===== src/rtl/uart_tx_sched.sv =====
// uart_tx_sched: shares one uart_tx_top transmitter among NUM_REQ byte
// requesters. Each requester has its own line configuration and baud divisor.
// A round-robin arbiter picks an owner. The owner's LCR fields and divisor are
// latched, and bytes are handed over one at a time through a holding register.
// Ownership changes only after the shift register has drained, so the LCR
// outputs never change in the middle of a character.
// Optional build macro: UART_TX_SCHED_PRIO_EN gives requester 0 fixed
// priority in IDLE. The other requesters then round-robin among themselves.
module uart_tx_sched #(
   parameter int NUM_REQ   = 4,
   parameter int MAX_BURST = 8,
   parameter int DIV_W     = 16
) (
   input  logic                       clk,
   input  logic                       rst_n,
   input  logic [NUM_REQ-1:0]         req_valid,
   input  logic [8*NUM_REQ-1:0]       req_data,
   input  logic [7*NUM_REQ-1:0]       req_cfg,
   input  logic [DIV_W*NUM_REQ-1:0]   req_div,
   output logic [NUM_REQ-1:0]         req_ready,
   input  logic                       pop,
   input  logic                       sreg_empty,
   output logic                       thre,
   output logic [7:0]                 din,
   output logic                       set_break,
   output logic                       sticky_parity,
   output logic                       eps,
   output logic                       pen,
   output logic                       stb,
   output logic [1:0]                 wls,
   output logic                       baud_pulse,
   output logic                       busy,
   output logic [$clog2(NUM_REQ)-1:0] grant_id
);

   localparam int ID_W = $clog2(NUM_REQ);
   localparam int BC_W = $clog2(MAX_BURST + 1);

   typedef enum logic [2:0] {
      ST_IDLE,
      ST_GRANT,
      ST_CAPTURE,
      ST_WAIT_POP,
      ST_DRAIN
   } state_e;

   state_e           state_q, state_d;
   logic [ID_W-1:0]  grant_id_q, grant_id_d;
   logic [ID_W-1:0]  rr_q, rr_d;
   logic [BC_W-1:0]  burst_q, burst_d;
   logic [6:0]       cfg_q, cfg_d;
   logic [DIV_W-1:0] div_q, div_d;
   logic [DIV_W-1:0] cnt_q, cnt_d;
   logic [7:0]       din_q, din_d;
   logic             thre_q, thre_d;
   logic             win_found;
   logic [ID_W-1:0]  win_id;
   logic             baud_active;

   // Arbiter: first valid requester at or after the round-robin pointer.
   always_comb begin
      // NOTE: every variable written here gets a default first; a path that
      // leaves one unassigned would infer a latch.
      win_found = 1'b0;
      win_id    = '0;
`ifdef UART_TX_SCHED_PRIO_EN
      if (req_valid[0]) begin
         win_found = 1'b1;
      end else begin
         for (int i = 0; i < NUM_REQ; i++) begin
            if (!win_found && ((int'(rr_q) + i) % NUM_REQ) != 0 &&
                req_valid[(int'(rr_q) + i) % NUM_REQ]) begin
               win_found = 1'b1;
               win_id    = ID_W'((int'(rr_q) + i) % NUM_REQ);
            end
         end
      end
`else
      for (int i = 0; i < NUM_REQ; i++) begin
         if (!win_found && req_valid[(int'(rr_q) + i) % NUM_REQ]) begin
            win_found = 1'b1;
            win_id    = ID_W'((int'(rr_q) + i) % NUM_REQ);
         end
      end
`endif
   end

   // Next-state logic: FSM transitions, holding register, grant and baud counter.
   always_comb begin
      state_d    = state_q;
      grant_id_d = grant_id_q;
      rr_d       = rr_q;
      burst_d    = burst_q;
      cfg_d      = cfg_q;
      div_d      = div_q;
      din_d      = din_q;
      thre_d     = thre_q;
      req_ready  = '0;

      case (state_q)
         ST_IDLE: begin
            if (win_found) begin
               grant_id_d = win_id;
               state_d    = ST_GRANT;
            end
         end
         ST_GRANT: begin
            cfg_d   = req_cfg[int'(grant_id_q)*7 +: 7];
            div_d   = req_div[int'(grant_id_q)*DIV_W +: DIV_W];
            burst_d = '0;
            state_d = ST_CAPTURE;
         end
         ST_CAPTURE: begin
            if (req_valid[grant_id_q]) begin
               din_d                 = req_data[int'(grant_id_q)*8 +: 8];
               thre_d                = 1'b0;
               req_ready[grant_id_q] = 1'b1;
               burst_d               = burst_q + 1'b1;
               state_d               = ST_WAIT_POP;
            end else begin
               state_d = ST_DRAIN;
            end
         end
         ST_WAIT_POP: begin
            if (pop) begin
               thre_d  = 1'b1;
               state_d = (burst_q < BC_W'(MAX_BURST)) ? ST_CAPTURE : ST_DRAIN;
            end
         end
         ST_DRAIN: begin
            if (sreg_empty && thre_q) begin
               rr_d    = (grant_id_q == ID_W'(NUM_REQ - 1)) ? '0 : grant_id_q + 1'b1;
               state_d = ST_IDLE;
            end
         end
         default: state_d = ST_IDLE;
      endcase

      // The divisor is latched in GRANT, so the counter only runs once it is valid.
      baud_active = (state_q == ST_CAPTURE) || (state_q == ST_WAIT_POP) ||
                    (state_q == ST_DRAIN);
      if (!baud_active || cnt_q == div_q) begin
         cnt_d = '0;
      end else begin
         cnt_d = cnt_q + 1'b1;
      end
   end

   // State and datapath registers with asynchronous reset.
   always_ff @(posedge clk or negedge rst_n) begin
      if (!rst_n) begin
         state_q    <= ST_IDLE;
         grant_id_q <= '0;
         rr_q       <= '0;
         burst_q    <= '0;
         cfg_q      <= '0;
         div_q      <= '0;
         cnt_q      <= '0;
         din_q      <= '0;
         thre_q     <= 1'b1;
      end else begin
         // NOTE: non-blocking assignments make every register sample the
         // pre-edge values, independent of statement order.
         state_q    <= state_d;
         grant_id_q <= grant_id_d;
         rr_q       <= rr_d;
         burst_q    <= burst_d;
         cfg_q      <= cfg_d;
         div_q      <= div_d;
         cnt_q      <= cnt_d;
         din_q      <= din_d;
         thre_q     <= thre_d;
      end
   end

   assign thre          = thre_q;
   assign din           = din_q;
   assign set_break     = cfg_q[6];
   assign sticky_parity = cfg_q[5];
   assign eps           = cfg_q[4];
   assign pen           = cfg_q[3];
   assign stb           = cfg_q[2];
   assign wls           = cfg_q[1:0];
   assign baud_pulse    = baud_active && (cnt_q == div_q);
   assign busy          = (state_q != ST_IDLE);
   assign grant_id      = grant_id_q;

endmodule


===== config.mk =====
export PLATFORM = sky130hd
export DESIGN_NAME = uart_tx_sched
export DESIGN_NICKNAME = d
export VERILOG_FILES = /design/src/rtl/uart_tx_sched.sv
export SDC_FILE = /design/constraint.sdc
export NUM_CORES = 1
export LEC_CHECK = 0
export CAP_MARGIN = 30
export CORE_ASPECT_RATIO = 1.25
export CORE_MARGIN = 2
export CORE_UTILIZATION = 25
export DETAILED_ROUTE_END_ITERATION = 8
export PLACE_DENSITY = 0.56
export SYNTH_ARGS = -nofsm -noshare
export SYNTH_HDL_FRONTEND = slang
export SYNTH_SLANG_ARGS = --single-unit
export TNS_END_PERCENT = 5

===== constraint.sdc =====
create_clock -name clk -period 2.9 [get_ports clk]
set_clock_uncertainty 0.15 [all_clocks]
set_input_delay 0.725 -clock clk [delete_from_list [all_inputs] [get_ports clk]]
set_output_delay 0.725 -clock clk [all_outputs]
set_load 0.02 [all_outputs]

* Word-level counts from Yosys, hierarchy flattened
Index checks and enable logic that the tools add are counted.
Storage, ports and cells: flip-flop bits (word level) 59, input bits 132, output and inout port bits 24, logic and storage cells 103
Cells by class: add/subtract/negate cells 6, $mul 1, $lt $le $gt $ge 7, equal/unequal tests 10, shift operators 3, muxes and demuxes 38, bitwise gates (word level) 3, reduce and logical (&&, ||, !) cells 26
Operator list (number):
- indexed part select 64 x 7 -> 16 bit | 1
- indexed part select 32 x 6 -> 8 bit | 1
- indexed part select 28 x 6 -> 7 bit | 1
- adder 16 x 1 -> 16 bit, second input constant | 1
- equality test 16 bit | 1
- two-way mux 16 bit | 1
- two-way mux 1 bit | 15
- two-way mux 3 bit | 5
- case mux 3 bit (5 select lines) | 1
- less-than comparator 3 x 4 -> 1 bit, second input constant | 3
- two-way mux 4 bit | 3
- binary-select mux 1 bit (select 2 bit) | 5
- two-way mux 2 bit | 5
- inequality test 2 bit, second input constant | 4
- case mux 4 bit (2 select lines) | 1
- AND reduction 2 bit | 4
- equality test 3 x 2 -> 1 bit, second input constant | 2
- logical AND 1 bit | 6
- less-than comparator 2 x 3 -> 1 bit, second input constant | 2
- AND reduction 3 bit | 2
- OR reduction 2 bit | 3
- multiplier 2 x 3 -> 5 bit, second input constant | 1
- adder 2 x 1 -> 2 bit, second input constant | 2
- adder 2 bit, second input constant | 2
- other kinds (14) | 22

* Logic depth before layout (Yosys ltp)
word-level depth 16, gate-level depth with buffers 6, mapped depth without buffers 5

* Worst setup path after synthesis
No wires, ideal clock.
path kind input-to-output, start in req_valid[3], end out req_ready[0], arrival 1.778 ns, required time 2.025 ns, setup slack 0.247 ns, cell stages on the path 4, path buffers 1, path through mux4_2 and2_1 buf_6 and3_1
Between the ends: longest elaborated chain between the ends 4
RTL lines:
- start: declaration | line 16 | input logic [NUM_REQ-1:0] req_valid,
- binary-select mux 1 bit (select 2 bit) | line 114 | if (req_valid[grant_id_q]) begin
- two-way mux 1 bit (implied by the code) | line 114
- two-way mux 4 bit | line 114
- two-way mux 4 bit | line 100 | case (state_q)
- end: declaration | line 20 | output logic [NUM_REQ-1:0] req_ready,
Every way passes these cells. The select of a mux whose other input is x is not followed.

* Worst setup path after layout
start reg grant_id_q[1], in the netlist grant_id[1], end out grant_id[1]
RTL lines:
- start: declaration | line 48 | logic [ID_W-1:0] grant_id_q, grant_id_d;
- start signal: assignment | line 165 | grant_id_q <= grant_id_d;
- end: declaration | line 33 | output logic [$clog2(NUM_REQ)-1:0] grant_id
No word-level cell between the ends.

==> metrics.md <==
| Metric | Value |
|---|---|
| Final Non-Filler Cells | `640` |
| Met3 Track Usage GR | `0.03278` |
| Post-layout util | `0.4081` |
| # DRC | `0` |
| Vias in the first global route | `3456` |
| Die X | `112.1 microns` |
| Syn Std Cell Area | `3648 sq um` |
| Hold_buf cts | `0` |
| Reg-to-reg startpoint | `grant_id[0]` |
| Maximum fanout along the worst path | `22` |
| Pre-antenna DRT Iters | `4` |
| Post-route minimum period | `2.776 ns` |
| Initial antenna violation count | `0` |
| H-tree depth | `3` |
| Global-route wire length before repair | `17.12 mm` |
| GRT Total Usage | `0.1385` |
| Fmax | `360.3 MHz` |
| Worst Setup Start Kind | `flip-flop` |
| Register area | `1479 sq um` |
| Avg Inst Size Synth | `12.85 sq um` |
| CP cell instances | `buf_4, buf_6, clkdlybuf4s50_1` |
| N_diodes | `0` |
| Synth Flop Type | `dfrtp_1` |
| TritonCTS clock tree | `built` |
| Syn. warnings | `0` |
| HP Class | `flip-flop to flip-flop` |
| Via density | `4.772` |
| Antenna viol nets, final | `0` |
| Top Ports | `156` |
| GRT Residual Overflow | `0` |
| RSZ-0062 raised after global routing | `false` |
| Met2 usage | `0.2536` |
| Placed cells | `625` |
| Routing usage on met1 | `0.1558` |
| Effective utilization at floorplan | `0.2543` |
| Critical path data required time | `2.03 ns` |
| Delay-heaviest family, CP | `buffers and inverters` |
| Worst slew pin tran | `0.7775 ns` |
| CP max-delay cell | `clkdlybuf4s50_1` |
| Most common library cell in the layout ignoring fill and taps | `clkdlybuf4s50_1` |
| Detailed Route Iter0 Violations | `72` |
| Crit Path Class | `flip-flop to primary output` |
| Worst-path clk slew | `0.05 ns` |
| Maximum VDD drop | `350.6 uV` |
| Cells after Synth | `284` |
| Yosys cell types | `43` |
| Flops & latches, synth | `59` |
| Net Count, Synth | `422` |
| PortBufs | `155` |
| Routed len/inst | `16.50 microns` |
| Crit path buf inv count | `3` |
| Count of final hold-check violations | `0` |
| WL final | `10.56 mm` |
| Skew-Pair Late Insertion Delay | `0.33 ns` |
| Post-synthesis sequential area ratio | `0.4050` |
| Placer Congestion | `0.7975` |
| Final #Nets | `597` |
| CTS Buffer Depth | `2` |
| Root buffer cell | `clkbuf_16` |
| Clock Sink Count | `59` |
| Max-Cap Viols | `0` |
| Pin count of the biggest net entering global routing | `60` |
| P per Cell Area | `838.5 nW/um^2` |
| Floorplan Core Area | `14350 sq um` |
| Multi-input gate area | `2077 sq um` |
| Worst path arrival time | `1.90 ns` |
| DP HPWL | `8.227 mm` |
| Status | `finished, final reports clean` |
| Setup-failing EPs final | `0` |
| CP endpoint kind | `primary output` |
| Rel. slew slack | `0.4816` |
| Fillers | `1388` |
| Via count | `3054` |
| Number of flops mapped to enable cells by yosys | `0` |
| Slew Viols, Final | `0` |
| Period utilisation layout | `0.9572` |
| CTS Buf Count | `9` |
| Share of post-route cells with drive strength above 1 | `0.2641` |
| Die span in y | `139.1 microns` |
| Critical Path Max Stage Delay | `0.65 ns` |
| Commonest non-fill, non-tap cells in the layout | `145 x clkdlybuf4s50_1, 57 x dfrtp_1, 33 x mux2_2, 32 x mux4_2, 28 x xnor2_1` |
| Min-delay src | `cfg_q[6]` |
| Grt peak-use layer | `met2` |
| P_leak | `2.284 nW` |
| P&R area growth vs syn | `60.46%` |
| Worst setup startpoint | `grant_id[1]` |
| Die area | `15580 sq um` |
| Site row count | `49` |
| Synth async-reset ratio | `1.000` |
[cell usage after synthesis, types with 2 or more instances]
library cell / number / area, sq um
a21oi_1: 7 / 35.03
and3_1: 5 / 31.28
buf_2: 9 / 45.04
buf_6: 2 / 22.52
clkbuf_1: 6 / 22.52
dfrtp_1: 58 / 1451
ha_1: 6 / 75.07
inv_1: 6 / 22.52
mux2_2: 33 / 371.6
mux2i_1: 3 / 30.03
mux4_2: 32 / 720.7
nand2_1: 10 / 37.54
nand2b_1: 2 / 12.51
nand3_1: 5 / 25.02
nand4_1: 8 / 50.05
nor2_1: 14 / 52.55
nor2b_1: 2 / 12.51
nor3_1: 18 / 90.09
nor3b_1: 3 / 22.52
nor4_1: 2 / 12.51
o21ai_0: 2 / 10.01
xnor2_1: 28 / 245.2
xor2_1: 3 / 26.28
[what timing repair did]
item,CTS,global route
gates resized for setup,18,16
setup endpoints to repair,5,6
endpoints found under the hold margin,0,0
buffers inserted,0,1
[layer usage]
metal / share of wire / vias up
met2: 0.54 / 97
met4: 0.025 / 0
li1: - / 1423
met3: 0.052 / 24
met5: 0 / -
met1: 0.38 / 1510
[stage by stage]
stage	setup TNS [ns]	setup slack, ns	hold WS, ns	area [sq um]	power, mW
global placement	-2.041	-0.5128	0.3395	5523	3.847
finish	0	0.1243	0.3535	5854	4.909
global route	0	0.05833	0.3753	5854	5.210
floorplan	0	0.2472	0.2794	3649	2.929
CTS	-0.5666	-0.1443	0.3616	5806	4.960
detailed placement	-2.221	-0.5616	0.3427	5523	3.861
[final timing paths]
check,end,slack [ns],cells past startpoint
setup / recovery,grant_id[1],0.12,3
setup reg to reg,div_q[15],0.64,4
min in group asynchronous,cnt_q[8],0.40,2
hold / removal,cfg_q[6],0.35,1
hold reg to reg,cfg_q[6],0.35,1
max in group asynchronous,grant_id[0],1.63,2
[report_power, final]
part	internal (mW)	switching, mW	leakage, nW
combinational	1.37	1.10	1.39
clock	0.723	0.355	0.151
sequential	1.14	0.221	0.740
[flip-flops by register name (all words and copies together) (netlist names)]
name / flops
din: 8
cfg_q: 7
thre: 1
div_q: 16
cnt_q: 16
burst_q: 4
rr_q: 2
state_q: 3
grant_id: 2
[area by class of cell]
cell class                      count  share of cell area
Clock buffer                       12             0.04552
Clock inverter                      2            0.005984
Inverter                            6            0.003847
Multi-Input combinational cell    202              0.3548
Sequential cell                    59              0.2526
Tap cell                          178             0.03804
Timing Repair Buffer              181              0.2992
[worst reg2reg max path: stages (launching register included)]
cell     delay [ns]
dfrtp_2        0.37
buf_4          0.30
buf_4          0.44
mux4_2         0.60
mux2_2         0.28
[logic make-up after synthesis]
kind of cell,count (synthesis),share of synthesized area
AO/OA/AOI/OAI,19,0.03635
XOR/XNOR,31,0.07442
adder cells (fa/ha/maj),6,0.02058
buffers and inverters,23,0.03086
flip-flops,59,0.4050
multiplexers,68,0.3076
AND/OR/NAND/NOR,78,0.1252
Power figures use the tool's default switching activity.
